File: src/rtl/audio_fifo_player_if.sv
// rtl/audio_fifo_player_if.sv - FIFO read port between the audio player and the mic FIFO
interface audio_fifo_player_if #(
   parameter int DATA_WIDTH = 8
);
   logic                  fifo_empty;
   logic [DATA_WIDTH-1:0] fifo_data;
   logic                  fifo_rd;

   modport master (input fifo_empty, input fifo_data, output fifo_rd);
   modport slave  (output fifo_empty, output fifo_data, input fifo_rd);
endinterface

File: src/rtl/audio_fifo_player.sv
// rtl/audio_fifo_player.sv - pops FIFO words and plays them MSB-first on a 1-bit audio pin
// The next word is prefetched during the last bit so consecutive words play without a gap.
module audio_fifo_player #(
   parameter int DATA_WIDTH = 8,
   parameter int CLK_DIV    = 171
) (
   input  logic                clk,
   input  logic                reset,
   input  logic                enable,
   audio_fifo_player_if.master fifo,
   output logic                audio_out,
   output logic                audio_sd,
   output logic                busy,
   output logic                underrun
);
   localparam int DW = $clog2(CLK_DIV);
   localparam int BW = $clog2(DATA_WIDTH);

   localparam logic [1:0] IDLE  = 2'd0;
   localparam logic [1:0] FETCH = 2'd1;
   localparam logic [1:0] LOAD  = 2'd2;
   localparam logic [1:0] PLAY  = 2'd3;

   localparam logic [DW-1:0] DIV_LAST = DW'(CLK_DIV - 1);
   localparam logic [BW-1:0] BIT_LAST = BW'(DATA_WIDTH - 1);
   localparam logic [BW-1:0] BIT_PRE  = BW'(DATA_WIDTH - 2);

   logic [1:0]            state;
   logic [DW-1:0]         div_cnt;
   logic [BW-1:0]         bit_cnt;
   logic [DATA_WIDTH-1:0] sreg;
   logic [DATA_WIDTH-1:0] nxt;
   logic                  nxt_valid;
   logic                  nxt_pend;
   logic                  tick;

   assign tick = (div_cnt == DIV_LAST);

   always_ff @(posedge clk) begin
      if (reset) begin
         state        <= IDLE;
         div_cnt      <= '0;
         bit_cnt      <= '0;
         sreg         <= '0;
         nxt          <= '0;
         nxt_valid    <= 1'b0;
         nxt_pend     <= 1'b0;
         fifo.fifo_rd <= 1'b0;
         audio_out    <= 1'b0;
         audio_sd     <= 1'b0;
         busy         <= 1'b0;
         underrun     <= 1'b0;
      end else begin
         fifo.fifo_rd <= 1'b0;
         underrun     <= 1'b0;
         nxt_pend     <= 1'b0;
         case (state)
            IDLE: begin
               audio_out <= 1'b0;
               if (enable && !fifo.fifo_empty) begin
                  fifo.fifo_rd <= 1'b1;
                  state        <= FETCH;
                  busy         <= 1'b1;
                  audio_sd     <= 1'b1;
               end
            end
            FETCH: state <= LOAD;
            LOAD: begin
               sreg      <= fifo.fifo_data;
               audio_out <= fifo.fifo_data[DATA_WIDTH-1];
               bit_cnt   <= '0;
               div_cnt   <= '0;
               state     <= PLAY;
            end
            PLAY: begin
               // prefetch data lands two edges after the pop pulse was raised
               if (fifo.fifo_rd) nxt_pend <= 1'b1;
               if (nxt_pend) begin
                  nxt       <= fifo.fifo_data;
                  nxt_valid <= 1'b1;
               end
               if (!tick) begin
                  div_cnt <= div_cnt + 1'b1;
               end else begin
                  div_cnt <= '0;
                  if (bit_cnt != BIT_LAST) begin
                     sreg      <= sreg << 1;
                     audio_out <= sreg[DATA_WIDTH-2];
                     bit_cnt   <= bit_cnt + 1'b1;
                     if (bit_cnt == BIT_PRE && enable && !fifo.fifo_empty)
                        fifo.fifo_rd <= 1'b1;
                  end else if (nxt_valid) begin
                     sreg      <= nxt;
                     audio_out <= nxt[DATA_WIDTH-1];
                     bit_cnt   <= '0;
                     nxt_valid <= 1'b0;
                  end else begin
                     state     <= IDLE;
                     audio_out <= 1'b0;
                     busy      <= 1'b0;
                     audio_sd  <= 1'b0;
                     underrun  <= enable;
                  end
               end
            end
            default: state <= IDLE;
         endcase
      end
   end
endmodule

File: src/flat_wrapper.sv
// flat-port wrapper written by rule: the top's interface ports become plain ports
module audio_fifo_player_flat 
#(
   parameter int DATA_WIDTH = 8,
   parameter int CLK_DIV    = 171
)
  (clk, reset, enable, audio_out, audio_sd, busy, underrun, fifo_fifo_empty, fifo_fifo_data, fifo_fifo_rd);
  audio_fifo_player_if #(.DATA_WIDTH(DATA_WIDTH)) fifo_i ();
  input  logic clk;
  input  logic reset;
  input  logic enable;
  output logic audio_out;
  output logic audio_sd;
  output logic busy;
  output logic underrun;
  input wire logic [$bits(fifo_i.fifo_empty)-1:0] fifo_fifo_empty;
  input wire logic [$bits(fifo_i.fifo_data)-1:0] fifo_fifo_data;
  output wire logic [$bits(fifo_i.fifo_rd)-1:0] fifo_fifo_rd;
  assign fifo_i.fifo_empty = fifo_fifo_empty;
  assign fifo_i.fifo_data = fifo_fifo_data;
  assign fifo_fifo_rd = fifo_i.fifo_rd;
  audio_fifo_player #(.DATA_WIDTH(DATA_WIDTH), .CLK_DIV(CLK_DIV)) u_core (.clk(clk), .reset(reset), .enable(enable), .fifo(fifo_i), .audio_out(audio_out), .audio_sd(audio_sd), .busy(busy), .underrun(underrun));
endmodule
File: config.mk
export PLATFORM = sky130hd
export DESIGN_NAME = audio_fifo_player_flat
export DESIGN_NICKNAME = d
export VERILOG_FILES = /design/src/rtl/audio_fifo_player_if.sv /design/src/rtl/audio_fifo_player.sv /design/src/flat_wrapper.sv
export SDC_FILE = /design/constraint.sdc
export NUM_CORES = 1
export LEC_CHECK = 0
export ABC_AREA = 1
export BUFFER_PORTS_ARGS = -buffer_cell sky130_fd_sc_hd__buf_2
export CAP_MARGIN = 25
export CORE_MARGIN = 2
export CORE_UTILIZATION = 63
export DETAILED_ROUTE_END_ITERATION = 10
export PLACE_DENSITY = 0.81
export SLEW_MARGIN = 15
export SYNTH_ARGS = -nofsm -noshare
export SYNTH_HDL_FRONTEND = slang
export SYNTH_SLANG_ARGS = --single-unit
File: constraint.sdc
create_clock -name clk -period 3.75 [get_ports clk]
set_input_delay 0.375 -clock clk [delete_from_list [all_inputs] [get_ports clk]]
set_output_delay 0.375 -clock clk [all_outputs]
set_load 0.02 [all_outputs]
==> key figures, run 1 <==
Floorplan
  • Total I/O pin count: 17
  • Height of the chip: around 59 µm
  • Horiz. Die Dim: between 50 and 60 µm
  • Cell row count: 20
  • Core Area: about 3000 µm²
  • Die Area: ~3500 µm²
  • Starting density of the core: 0.646

Timing
  • Setup TNS: 0 ns
  • Final number of hold-violating endpoints: 0
  • Total count of max-transition violations in the final report: 0
  • Post-route clock skew: ~0.0085 ns
  • Final worst-path cycle share: 0.554
  • Shortest clock period the worst path allows after layout: between 2 and 2.5 ns
  • Worst slew pin tran: ~0.74 ns
  • Final setup violation count: 0
  • Final-layout worst hold slack: just under 0.3 ns
  • Upper clock frequency limit: slightly below 0.5 GHz
  • Worst slew slack as a fraction of its limit: 0.507
  • RSZ-0062 raised after global routing: no

Synthesis
  • Distinct cells, synth: 29
  • Async set-or-reset flop fraction in the synthesized netlist: 0
  • Average cell area after synthesis: around 7.2 µm²
  • Synth Instances: roughly 270
  • Sequential element share of the synthesized area: 0.354
  • XOR/XNOR Fraction of Synth Area: 0
  • Multiplexer share of the synthesized area: 0
  • Net count after synthesis: between 200 and 300
  • Synth Cell Area: 1920 µm²
  • Synthesis warning total: 0
  • Number of synthesized flops with an enable pin: 0
  • Dominant combinational cell family by area after synthesis: simple AND/OR/NAND/NOR gates
  • Post-synthesis compound-gate area fraction: 0.122
  • Adder and majority cell fraction of the synthesized area: 0.0651
  • Simple-gate share of the synthesized area: 0.357
  • Most used DFF post-synth: dfxtp_1
  • Number of synthesized register bits: 34

Clocking
  • Sinks on the clock net: 34
  • Root Driver: clkbuf_4
  • TritonCTS clock tree: built
  • Clock slew at the register clock pins of the worst setup and hold paths: 0.10 ns
  • Number of gates resized after CTS: 0
  • Worst-skew pair later-pin latency: roughly 0.34 ns
  • CTS hold repair buffers: 0
  • Maximum number of buffers from clock root to sink: 2
  • Post-CTS setup-driven buffer insertion count: 0
  • Number of buffers added by the clock tree synthesis step: 5
  • H-tree depth reported by CTS: 2

GRT
  • Overall Global Routing Usage: 0.241
  • Global-route wire length before repair: 6390 µm
  • Overflow left after global routing: 0
  • Pin count of the biggest net entering global routing: 25
  • Vias in the first global route: 1435
  • Antenna violations before repair: 0

Run status
  • Outcome: complete, no violations

Flow run
  • Max-cap violations: 0

Place
  • HPWL after DPL: 2710 µm
  • DP Area: 1950 µm²
  • Number of buffer cells added on primary ports: 16
  • Placer Congestion: 0.865

Cells and area
  • Share of final-layout standard cells stronger than drive strength 1: 0.154
  • Multi-input gate area: 1050 µm²
  • Commonest cells after routing, fill and taps aside: nand2_1, nor2_1, dfxtp_1
  • Post-route cell area: 2030 µm²
  • Final layout net count: 300
  • Area overhead of the layout relative to synthesis: 5.40%
  • Fillers: 271
  • Most frequent standard cell in the layout excluding fill and tap cells: nand2_1
  • Ant. Diodes: 0
  • FF/Latch Area: between 600 and 700 µm²

Setup path
  • List of cells traversed by the critical path: ha_1 > buf_4 > nand2_2 > nor2_4 > nor2_8 > nand2_1 > nand2_1 > a21oi_1
  • Crit path DAT: approximately 2.4 ns
  • Reg-to-reg startpoint: u_core.state[1]$_SDFFE_PP0P_
  • Critical path's most frequent cell: nand2_1
  • Required time of the worst setup path: between 4 and 5 ns
  • Crit end category: flip-flop
  • Max FO, Critical Path: 18
  • Worst path max stage delay: 0.66 ns
  • Critical path start-end classification: flip-flop to flip-flop
  • Critical path startpoint: u_core.state[1]$_SDFFE_PP0P_
  • Setup crit start kind: flip-flop
  • CP max-delay cell: ha_1

Routing
  • Total DRC errors in the routed layout: 0
  • DRC violation total after the first TritonRoute iteration: between 90 and 100
  • Per-cell via count in the routed design: about 5.5
  • Number of routed nets with antenna violations: 0
  • Routed wirelength normalized by instance count: approximately 13 µm
  • Detailed-route via count: between 1500 and 2000
  • Total wire length: 3940 µm
  • Detailed-routing iteration count for the pre-antenna-repair pass: 4

Power and ir drop
  • Worst ir drop on vdd: ~0.32 mV
  • Power per unit of standard cell area: approximately 530 nW/µm²
  • Leak Pwr: ~0.00089 µW

Min path
  • Min-delay src: fifo_fifo_empty
  • Class of the tightest hold or removal check: input port to flip-flop
==> cell families (layout without fill, tap and decap cells) <==
family	Yosys count	after routing
flip-flops	34	34
AND/OR/NAND/NOR	141	141
AO/OA/AOI/OAI	45	45
adder cells (fa/ha/maj)	10	10
buffers and inverters	37	49
==> Yosys cell counts (2+ instances only) <==
cell	instances	area [µm²]
buf_4	3	22.5
nand3_1	26	130
ha_1	10	125
buf_2	2	10.0
nand3b_1	2	15.0
nor2_1	34	128
nand2_2	4	25.0
nor2_2	3	18.8
dfxtp_1	34	681
clkbuf_1	3	11.3
nor2_4	4	45.0
a21oi_1	29	145
o21ai_0	12	60.1
buf_6	4	45.0
nand4_1	8	50.1
nor3_1	2	10.0
nand2_1	54	203
inv_1	22	82.6
==> final cells by class <==
class / count / share of cell area
flip-flops and latches: 34 / 0.336
multi-input cells: 196 / 0.516
repair buffers: 17 / 0.0432
well taps: 33 / 0.0204
clock buffers: 8 / 0.0389
inverters: 24 / 0.0457
==> metrics by stage <==
step | total power [µW] | utilization | worst slack [ns] | instances
2_1_floorplan | 784 | - | 2.32 | 267
3_3_place_gp | 824 | 0.654 | 1.74 | 304
3_5_place_dp | 828 | 0.654 | 1.72 | 304
4_1_cts | 1080 | 0.681 | 1.68 | 312
5_1_grt | 1160 | 0.681 | 1.50 | 312
6_report | 1080 | 0.681 | 1.67 | 312
==> final timing paths <==
| kind | endpoint | slack [ns] | cells past startpoint |
|---|---|---|---|
| hold / removal | u_core.fifo.fifo_rd$_SDFF_PP0_ | 0.30 | 4 |
| setup reg to reg | u_core.bit_cnt[1]$_SDFFE_PP0P_ | 1.67 | 8 |
| setup / recovery | u_core.bit_cnt[1]$_SDFFE_PP0P_ | 1.67 | 8 |
| hold reg to reg | u_core.nxt_pend$_SDFF_PP0_ | 0.45 | 2 |
==> worst max-delay path, delay by kind of cell, from the launching register on <==
family | cells | cell delay (ns)
adders and majority gates | 1 | 0.66
and+or+nand+nor | 5 | 0.54
DFF | 1 | 0.39
buffers and inverters | 1 | 0.31
AOI/OAI and AO/OA | 1 | 0.11
==> metal layers <==
metal / vias up / GRT usage / routed length [µm] / share of wire
li1: 893 / - / - / -
met1: 804 / 0.336 / 1850 / 0.47
met2: 28 / 0.363 / 1870 / 0.47
met3: 6 / 0.0524 / 174 / 0.044
met4: 0 / 0.0942 / 47 / 0.012
met5: - / 0 / 0 / 0
==> where the power goes <==
group / leakage (µW) / total (µW) / switching [µW] / internal, µW
Sequential: 0.000276 / 456 / 36.0 / 420
Clock: 0.0000446 / 255 / 127 / 128
Combinational: 0.000566 / 366 / 235 / 132
Total: 0.000886 / 1080 / 397 / 680
==> registers in the layout (all words and copies together) (netlist names) <==
register / count
u_core.fifo.fifo_rd: 1
u_core.sreg: 7
u_core.state: 2
u_core.nxt: 8
u_core.div_cnt: 8
u_core.audio_sd: 1
u_core.audio_out: 1
u_core.bit_cnt: 3
u_core.underrun: 1
u_core.nxt_valid: 1
u_core.nxt_pend: 1
Note: power is estimated with default switching activity, not from simulation.
==> run 2: changes to the inputs <==
--- a/config.mk
+++ b/config.mk
@@ -9,9 +9,9 @@
 export BUFFER_PORTS_ARGS = -buffer_cell sky130_fd_sc_hd__buf_2
 export CAP_MARGIN = 25
 export CORE_MARGIN = 2
-export CORE_UTILIZATION = 63
+export CORE_UTILIZATION = 53
 export DETAILED_ROUTE_END_ITERATION = 10
-export PLACE_DENSITY = 0.81
+export PLACE_DENSITY = 0.72
 export SLEW_MARGIN = 15
 export SYNTH_ARGS = -nofsm -noshare
 export SYNTH_HDL_FRONTEND = slang
==> constraint.sdc (replaced) <==
create_clock -name clk -period 1.9 [get_ports clk]
set_input_delay 0.19 -clock clk [delete_from_list [all_inputs] [get_ports clk]]
set_output_delay 0.19 -clock clk [all_outputs]
set_load 0.02 [all_outputs]
==> run 2 against run 1 <==
Utilization shrank 7.4 points; clock power grew 95%; count of clock-buffer cells in the layout is the same; total power grew 100%; highest routed layer unchanged; via count shrank 1.7%; first-iteration DRC count grew 35%; sequential share of layout area shrank 0.71 points; global-route usage shrank 4.0 points; setup slack lost 1.5 ns.
==> key figures, run 2 (synthesis results as in run 1) <==
Clocking
  • Maximum number of buffers from clock root to sink: 2 (unchanged)
  • CTS hold repair buffers: 0 (unchanged)
  • Number of gates resized after CTS: 0 (unchanged)
  • Number of buffers added by the clock tree synthesis step: 5 (unchanged)
  • Sinks on the clock net: 34 (unchanged)
  • Worst-skew pair later-pin latency: 0.34 ns (about the same)
  • Post-CTS setup-driven buffer insertion count: 0 (unchanged)
  • TritonCTS clock tree: built (unchanged)
  • Clock slew at the register clock pins of the worst setup and hold paths: 0.10 ns (about the same)
  • Root Driver: clkbuf_4 (unchanged)
  • H-tree depth reported by CTS: 2 (unchanged)

Power and ir drop
  • Leak Pwr: 0.000898 µW (was 0.000886 µW)
  • Power per unit of standard cell area: 1040 nW/µm² (was 532 nW/µm²)
  • Switching component of the power: 790 µW (was 397 µW)
  • Pwr Total: 2160 µW (was 1080 µW)
  • Clock group share of total power: 0.230 (was 0.237)
  • Part of the power in combinational logic: 0.352 (was 0.340)
  • Worst ir drop on vdd: 0.727 mV (was 0.317 mV)
  • Switching portion of total power: 0.366 (was 0.369)
  • Sequential share of power: 0.418 (was 0.423)
  • P_int: 1370 µW (was 680 µW)

Min path
  • Class of the tightest hold or removal check: input port to flip-flop (unchanged)
  • Min-Delay Path Depth: 3 (was 4)
  • Min-delay src: fifo_fifo_data[4] (was fifo_fifo_empty)
  • Worst Hold Endpoint: u_core.nxt[4]$_SDFFE_PP0P_ (was u_core.fifo.fifo_rd$_SDFF_PP0_)

Place
  • Placer Congestion: 0.801 (was 0.865)
  • Worst slack at placement: 0.216 ns (was 1.72 ns)
  • Number of buffer cells added on primary ports: 16 (unchanged)
  • HPWL after DPL: 2690 µm (was 2710 µm)

Floorplan
  • Height of the chip: 64.2 µm (was 59.3 µm)
  • Cell row count: 21 (was 20)
  • Core Area: 3420 µm² (was 2980 µm²)
  • Total I/O pin count: 17 (unchanged)
  • Starting density of the core: 0.563 (was 0.646)
  • Die Area: 4130 µm² (was 3510 µm²)
  • Horiz. Die Dim: 64.2 µm (was 59.3 µm)

Timing
  • Final setup violation count: 0 (unchanged)
  • Final worst-path cycle share: 0.892 (was 0.554)
  • Final number of hold-violating endpoints: 0 (unchanged)
  • Post-route clock skew: 0.00861 ns (was 0.00847 ns)
  • RSZ-0062 raised after global routing: no (unchanged)
  • Upper clock frequency limit: 0.590 GHz (was 0.482 GHz)
  • Worst slew slack as a fraction of its limit: 0.715 (was 0.507)
  • Shortest clock period the worst path allows after layout: 1.69 ns (was 2.08 ns)
  • Total count of max-transition violations in the final report: 0 (unchanged)
  • Setup TNS: 0 ns (unchanged)
  • Worst slew pin tran: 0.428 ns (was 0.739 ns)
  • Post-route worst setup slack: 0.205 ns (was 1.67 ns)
  • Final-layout worst hold slack: 0.112 ns (was 0.298 ns)

Setup path
  • Crit path DAT: 1.92 ns (was 2.35 ns)
  • Reg-to-reg startpoint: u_core.bit_cnt[0]$_SDFFE_PP0P_ (was u_core.state[1]$_SDFFE_PP0P_)
  • Reg-to-reg setup timing slack: 0.21 ns (was 1.67 ns)
  • Max FO, Critical Path: 18 (unchanged)
  • Setup crit start kind: flip-flop (unchanged)
  • Critical path start-end classification: flip-flop to flip-flop (unchanged)
  • Crit end category: flip-flop (unchanged)
  • Depth of the worst register-to-register path: 8 (unchanged)
  • Endpoint of the worst register-to-register path: u_core.bit_cnt[2]$_SDFFE_PP0P_ (was u_core.bit_cnt[1]$_SDFFE_PP0P_)
  • Required time of the worst setup path: 2.12 ns (was 4.02 ns)

Cells and area
  • Commonest cells after routing, fill and taps aside: nand2_1, nor2_1, dfxtp_1 (unchanged)
  • Ant. Diodes: 0 (unchanged)
  • Share of final-layout standard cells stronger than drive strength 1: 0.160 (was 0.154)
  • Most frequent standard cell in the layout excluding fill and tap cells: nand2_1 (unchanged)
  • Area overhead of the layout relative to synthesis: 7.68% (was 5.40%)
  • Fillers: 320 (was 271)
  • Final layout net count: 302 (was 300)
  • Share of the core filled with cells in the final layout: 0.606 (was 0.681)
  • Registers with the most flip-flops: u_core.div_cnt: 8 flops, u_core.nxt: 8 flops, u_core.sreg: 7 flops (unchanged)

GRT
  • Antenna violations before repair: 0 (unchanged)
  • Pin count of the biggest net entering global routing: 25 (unchanged)
  • Overflow left after global routing: 0 (unchanged)
  • Vias in the first global route: 1405 (was 1435)
  • Global-route wire length before repair: 6490 µm (was 6390 µm)
  • Overall Global Routing Usage: 0.201 (was 0.241)

Routing
  • Detailed-route via count: 1701 (was 1731)
  • Total wire length: 3910 µm (was 3940 µm)
  • Routed wirelength normalized by instance count: 11.9 µm (was 12.6 µm)
  • Total DRC errors in the routed layout: 0 (unchanged)
  • DRC violation total after the first TritonRoute iteration: 128 (was 95)
  • Detailed-routing iteration count for the pre-antenna-repair pass: 4 (unchanged)
  • Number of routed nets with antenna violations: 0 (unchanged)
  • Per-cell via count in the routed design: 5.20 (was 5.55)

Run status
  • Outcome: complete, no violations (unchanged)

Flow run
  • Max-cap violations: 0 (unchanged)
[run 2: final cells by class]
| type | count | area (µm²) | area share |
|---|---|---|---|
| Multi-Input combinational cell | 196 | 1050 | 0.505 |
| Clock buffer | 8 | 78.8 | 0.0381 |
| Inverter | 24 | 92.6 | 0.0447 |
| Timing Repair Buffer | 19 | 115 | 0.0556 |
| Tap cell | 46 | 57.6 | 0.0278 |
| Sequential cell | 34 | 681 | 0.329 |
[run 2: worst max-delay path by stage]
stage                                   start                              to  cells after the start  slack, ns
2_1_floorplan    u_core.state[0]$_SDFFE_PP0P_     u_core.sreg[2]$_SDFFE_PP0P_                      7       0.47
3_3_place_gp   u_core.bit_cnt[1]$_SDFFE_PP0P_    u_core.state[1]$_SDFFE_PP0P_                      7       0.27
3_5_place_dp   u_core.bit_cnt[0]$_SDFFE_PP0P_    u_core.audio_sd$_SDFFE_PP0P_                      8       0.22
4_1_cts        u_core.bit_cnt[0]$_SDFFE_PP0P_    u_core.audio_sd$_SDFFE_PP0P_                      8       0.20
5_1_grt        u_core.bit_cnt[0]$_SDFFE_PP0P_    u_core.audio_sd$_SDFFE_PP0P_                      8       0.03
6_report       u_core.bit_cnt[0]$_SDFFE_PP0P_  u_core.bit_cnt[2]$_SDFFE_PP0P_                      8       0.21
[run 2: worst max-delay path, stage by stage, from the launching register on]
cell and delay (ns):
dfxtp_1 0.34, ha_1 0.20, ha_1 0.33, nand2_2 0.16
nor2_4 0.06, nor2_8 0.23, nand2_1 0.13, nand2_1 0.08
a21oi_1 0.05
[run 2: metrics by stage]
step           instances  area [µm²]
6_report             327        2070
5_1_grt              327        2070
4_1_cts              327        2070
3_5_place_dp         319        1990
3_3_place_gp         319        1990
2_1_floorplan        267        1920
[run 2: metal layers]
layer	part of all wire	up-vias	global-route usage
met5	0	-	0
met2	0.41	51	0.298
met3	0.051	11	0.0475
li1	-	895	-
met1	0.52	744	0.286
met4	0.018	0	0.0638
[run 2: power groups by stage]
stage	Combinational, µW	Clock [µW]	Sequential (µW)
after global routing	859	539	917
after floorplan	620	0	928
final	759	497	901
after CTS	758	510	901
after global placement	745	0	915
after detailed placement	748	0	918
==> run 3: changes to the inputs <==
--- a/config.mk
+++ b/config.mk
@@ -8,10 +8,12 @@
 export ABC_AREA = 1
 export BUFFER_PORTS_ARGS = -buffer_cell sky130_fd_sc_hd__buf_2
 export CAP_MARGIN = 25
+export CELL_PAD_IN_SITES_DETAIL_PLACEMENT = 1
+export CELL_PAD_IN_SITES_GLOBAL_PLACEMENT = 2
 export CORE_MARGIN = 2
-export CORE_UTILIZATION = 53
+export CORE_UTILIZATION = 30
 export DETAILED_ROUTE_END_ITERATION = 10
-export PLACE_DENSITY = 0.72
+export PLACE_DENSITY = 0.71
 export SLEW_MARGIN = 15
 export SYNTH_ARGS = -nofsm -noshare
 export SYNTH_HDL_FRONTEND = slang
==> run 3 against run 2 <==
Sequential share of layout area shrank 1.3 points; setup slack improved by 0.067 ns; sequential power hardly changed; worst hold slack gained 0.065 ns; fmax grew 4.1%; first-iteration DRC count decreased by 75%; clock power is 30% higher; flip-flop and latch count is the same; design area rose by 4.1%; die area rose by 71%; highest routed layer unchanged.
==> key figures, run 3 (synthesis results as in run 1) <==
Setup path
  • Required time of the worst setup path: 2.13 ns (was 2.12 ns)
  • Setup crit start kind: flip-flop (unchanged)
  • Critical path start-end classification: flip-flop to flip-flop (unchanged)
  • Max FO, Critical Path: 9 (was 18)
  • Crit end category: flip-flop (unchanged)
  • Crit path DAT: 1.86 ns (was 1.92 ns)

Power and ir drop
  • Leak Pwr: 0.000922 µW (was 0.000898 µW)
  • Worst ir drop on vdd: 0.390 mV (was 0.727 mV)
  • Power per unit of standard cell area: 1080 nW/µm² (was 1040 nW/µm²)

Cells and area
  • Most frequent standard cell in the layout excluding fill and tap cells: nand2_1 (unchanged)
  • Final layout net count: 304 (was 302)
  • Fillers: 809 (was 320)
  • Registers with the most flip-flops: u_core.div_cnt: 8 flops, u_core.nxt: 8 flops, u_core.sreg: 7 flops (unchanged)
  • Area overhead of the layout relative to synthesis: 12.1% (was 7.68%)
  • Share of the core filled with cells in the final layout: 0.343 (was 0.606)
  • Ant. Diodes: 0 (unchanged)
  • Share of final-layout standard cells stronger than drive strength 1: 0.166 (was 0.160)
  • Commonest cells after routing, fill and taps aside: nand2_1, nor2_1, dfxtp_1 (unchanged)

Routing
  • Total DRC errors in the routed layout: 0 (unchanged)
  • Number of routed nets with antenna violations: 0 (unchanged)
  • Detailed-route via count: 1738 (was 1701)
  • Routed wirelength normalized by instance count: 13.8 µm (was 11.9 µm)
  • Detailed-routing iteration count for the pre-antenna-repair pass: 5 (was 4)
  • DRC violation total after the first TritonRoute iteration: 32 (was 128)
  • Per-cell via count in the routed design: 4.83 (was 5.20)
  • Total wire length: 4980 µm (was 3910 µm)

Timing
  • Final number of hold-violating endpoints: 0 (unchanged)
  • Final setup violation count: 0 (unchanged)
  • Post-route worst setup slack: 0.272 ns (was 0.205 ns)
  • Final worst-path cycle share: 0.857 (was 0.892)
  • Shortest clock period the worst path allows after layout: 1.63 ns (was 1.69 ns)
  • Total count of max-transition violations in the final report: 0 (unchanged)
  • Setup TNS: 0 ns (unchanged)
  • Post-route clock skew: 0.00484 ns (was 0.00861 ns)
  • RSZ-0062 raised after global routing: no (unchanged)
  • Worst slew slack as a fraction of its limit: 0.779 (was 0.715)
  • Upper clock frequency limit: 0.614 GHz (was 0.590 GHz)
  • Worst slew pin tran: 0.330 ns (was 0.428 ns)

Floorplan
  • Height of the chip: 84.1 µm (was 64.2 µm)
  • Core Area: 6280 µm² (was 3420 µm²)
  • Cell row count: 29 (was 21)
  • Total I/O pin count: 17 (unchanged)
  • Horiz. Die Dim: 84.1 µm (was 64.2 µm)
  • Die Area: 7070 µm² (was 4130 µm²)
  • Starting density of the core: 0.306 (was 0.563)

GRT
  • Pin count of the biggest net entering global routing: 25 (unchanged)
  • Overall Global Routing Usage: 0.153 (was 0.201)
  • Antenna violations before repair: 0 (unchanged)
  • Global-route wire length before repair: 8650 µm (was 6490 µm)
  • Vias in the first global route: 1790 (was 1405)
  • Overflow left after global routing: 0 (unchanged)

Clocking
  • H-tree depth reported by CTS: 2 (unchanged)
  • Worst-skew pair later-pin latency: 0.29 ns (was 0.34 ns)
  • CTS hold repair buffers: 0 (unchanged)
  • Root Driver: clkbuf_8 (was clkbuf_4)
  • Number of gates resized after CTS: 0 (unchanged)
  • Number of buffers added by the clock tree synthesis step: 5 (unchanged)
  • Sinks on the clock net: 34 (unchanged)
  • Post-CTS setup-driven buffer insertion count: 0 (unchanged)
  • TritonCTS clock tree: built (unchanged)
  • Clock slew at the register clock pins of the worst setup and hold paths: 0.07 ns (was 0.10 ns)
  • Maximum number of buffers from clock root to sink: 2 (unchanged)

Place
  • Worst slack at placement: 0.259 ns (was 0.216 ns)
  • Placer Congestion: 0.738 (was 0.801)
  • HPWL after DPL: 3620 µm (was 2690 µm)
  • Number of buffer cells added on primary ports: 16 (unchanged)

Flow run
  • Max-cap violations: 0 (unchanged)

Min path
  • Class of the tightest hold or removal check: input port to flip-flop (unchanged)

Run status
  • Outcome: complete, no violations (unchanged)
## run 3: cell count changes in the layout (fill, tap and decap cells not counted)
cell / change
buf_4: +2
clkbuf_4: -5
clkbuf_8: +5
## run 3: power by group
group	switching (µW)	internal [µW]
Clock	280	366
Combinational	499	285
Sequential	70.7	830
## run 3: worst paths after layout
kind                             startpoint                      endpoint  slack (ns)  cells past startpoint
min                       fifo_fifo_data[5]    u_core.nxt[5]$_SDFFE_PP0P_        0.18                      3
max          u_core.bit_cnt[1]$_SDFFE_PP0P_  u_core.audio_sd$_SDFFE_PP0P_        0.27                      9
max reg2reg  u_core.bit_cnt[1]$_SDFFE_PP0P_  u_core.audio_sd$_SDFFE_PP0P_        0.27                      9
min reg2reg  u_core.fifo.fifo_rd$_SDFF_PP0_    u_core.nxt_pend$_SDFF_PP0_        0.45                      2
## run 3: cell type report
class	instances	area, µm²	area share
clock buffer	8	110	0.0511
sequential	34	681	0.316
multi-input combinational	196	1050	0.485
tap	77	96.3	0.0447
inverter	24	92.6	0.0429
timing repair buffer	21	130	0.0604
## run 3: metrics by stage
stage	hold WS [ns]	total power, µW	cell area [µm²]	instances
after floorplan	0.333	1550	1920	267
after global placement	0.434	1700	2050	352
after detailed placement	0.435	1710	2050	352
after CTS	0.168	2370	2160	360
after global routing	0.197	2520	2160	360
final	0.177	2330	2160	360
## run 3: layer usage
metal | GRT usage | vias up | part of all wire
met2 | 0.255 | 21 | 0.46
met5 | 0 | - | 0
met4 | 0.0528 | 0 | 0.013
met3 | 0.0287 | 7 | 0.026
met1 | 0.198 | 809 | 0.50
li1 | - | 901 | -
## run 3: worst max-delay path, cell delays in order, from the launching register on
cell,delay (ns)
dfxtp_1,0.36
ha_1,0.15
ha_1,0.21
buf_4,0.20
o21ai_1,0.11
nor2_2,0.23
nand3_1,0.13
nand2_1,0.08
inv_1,0.04
nor2_1,0.07
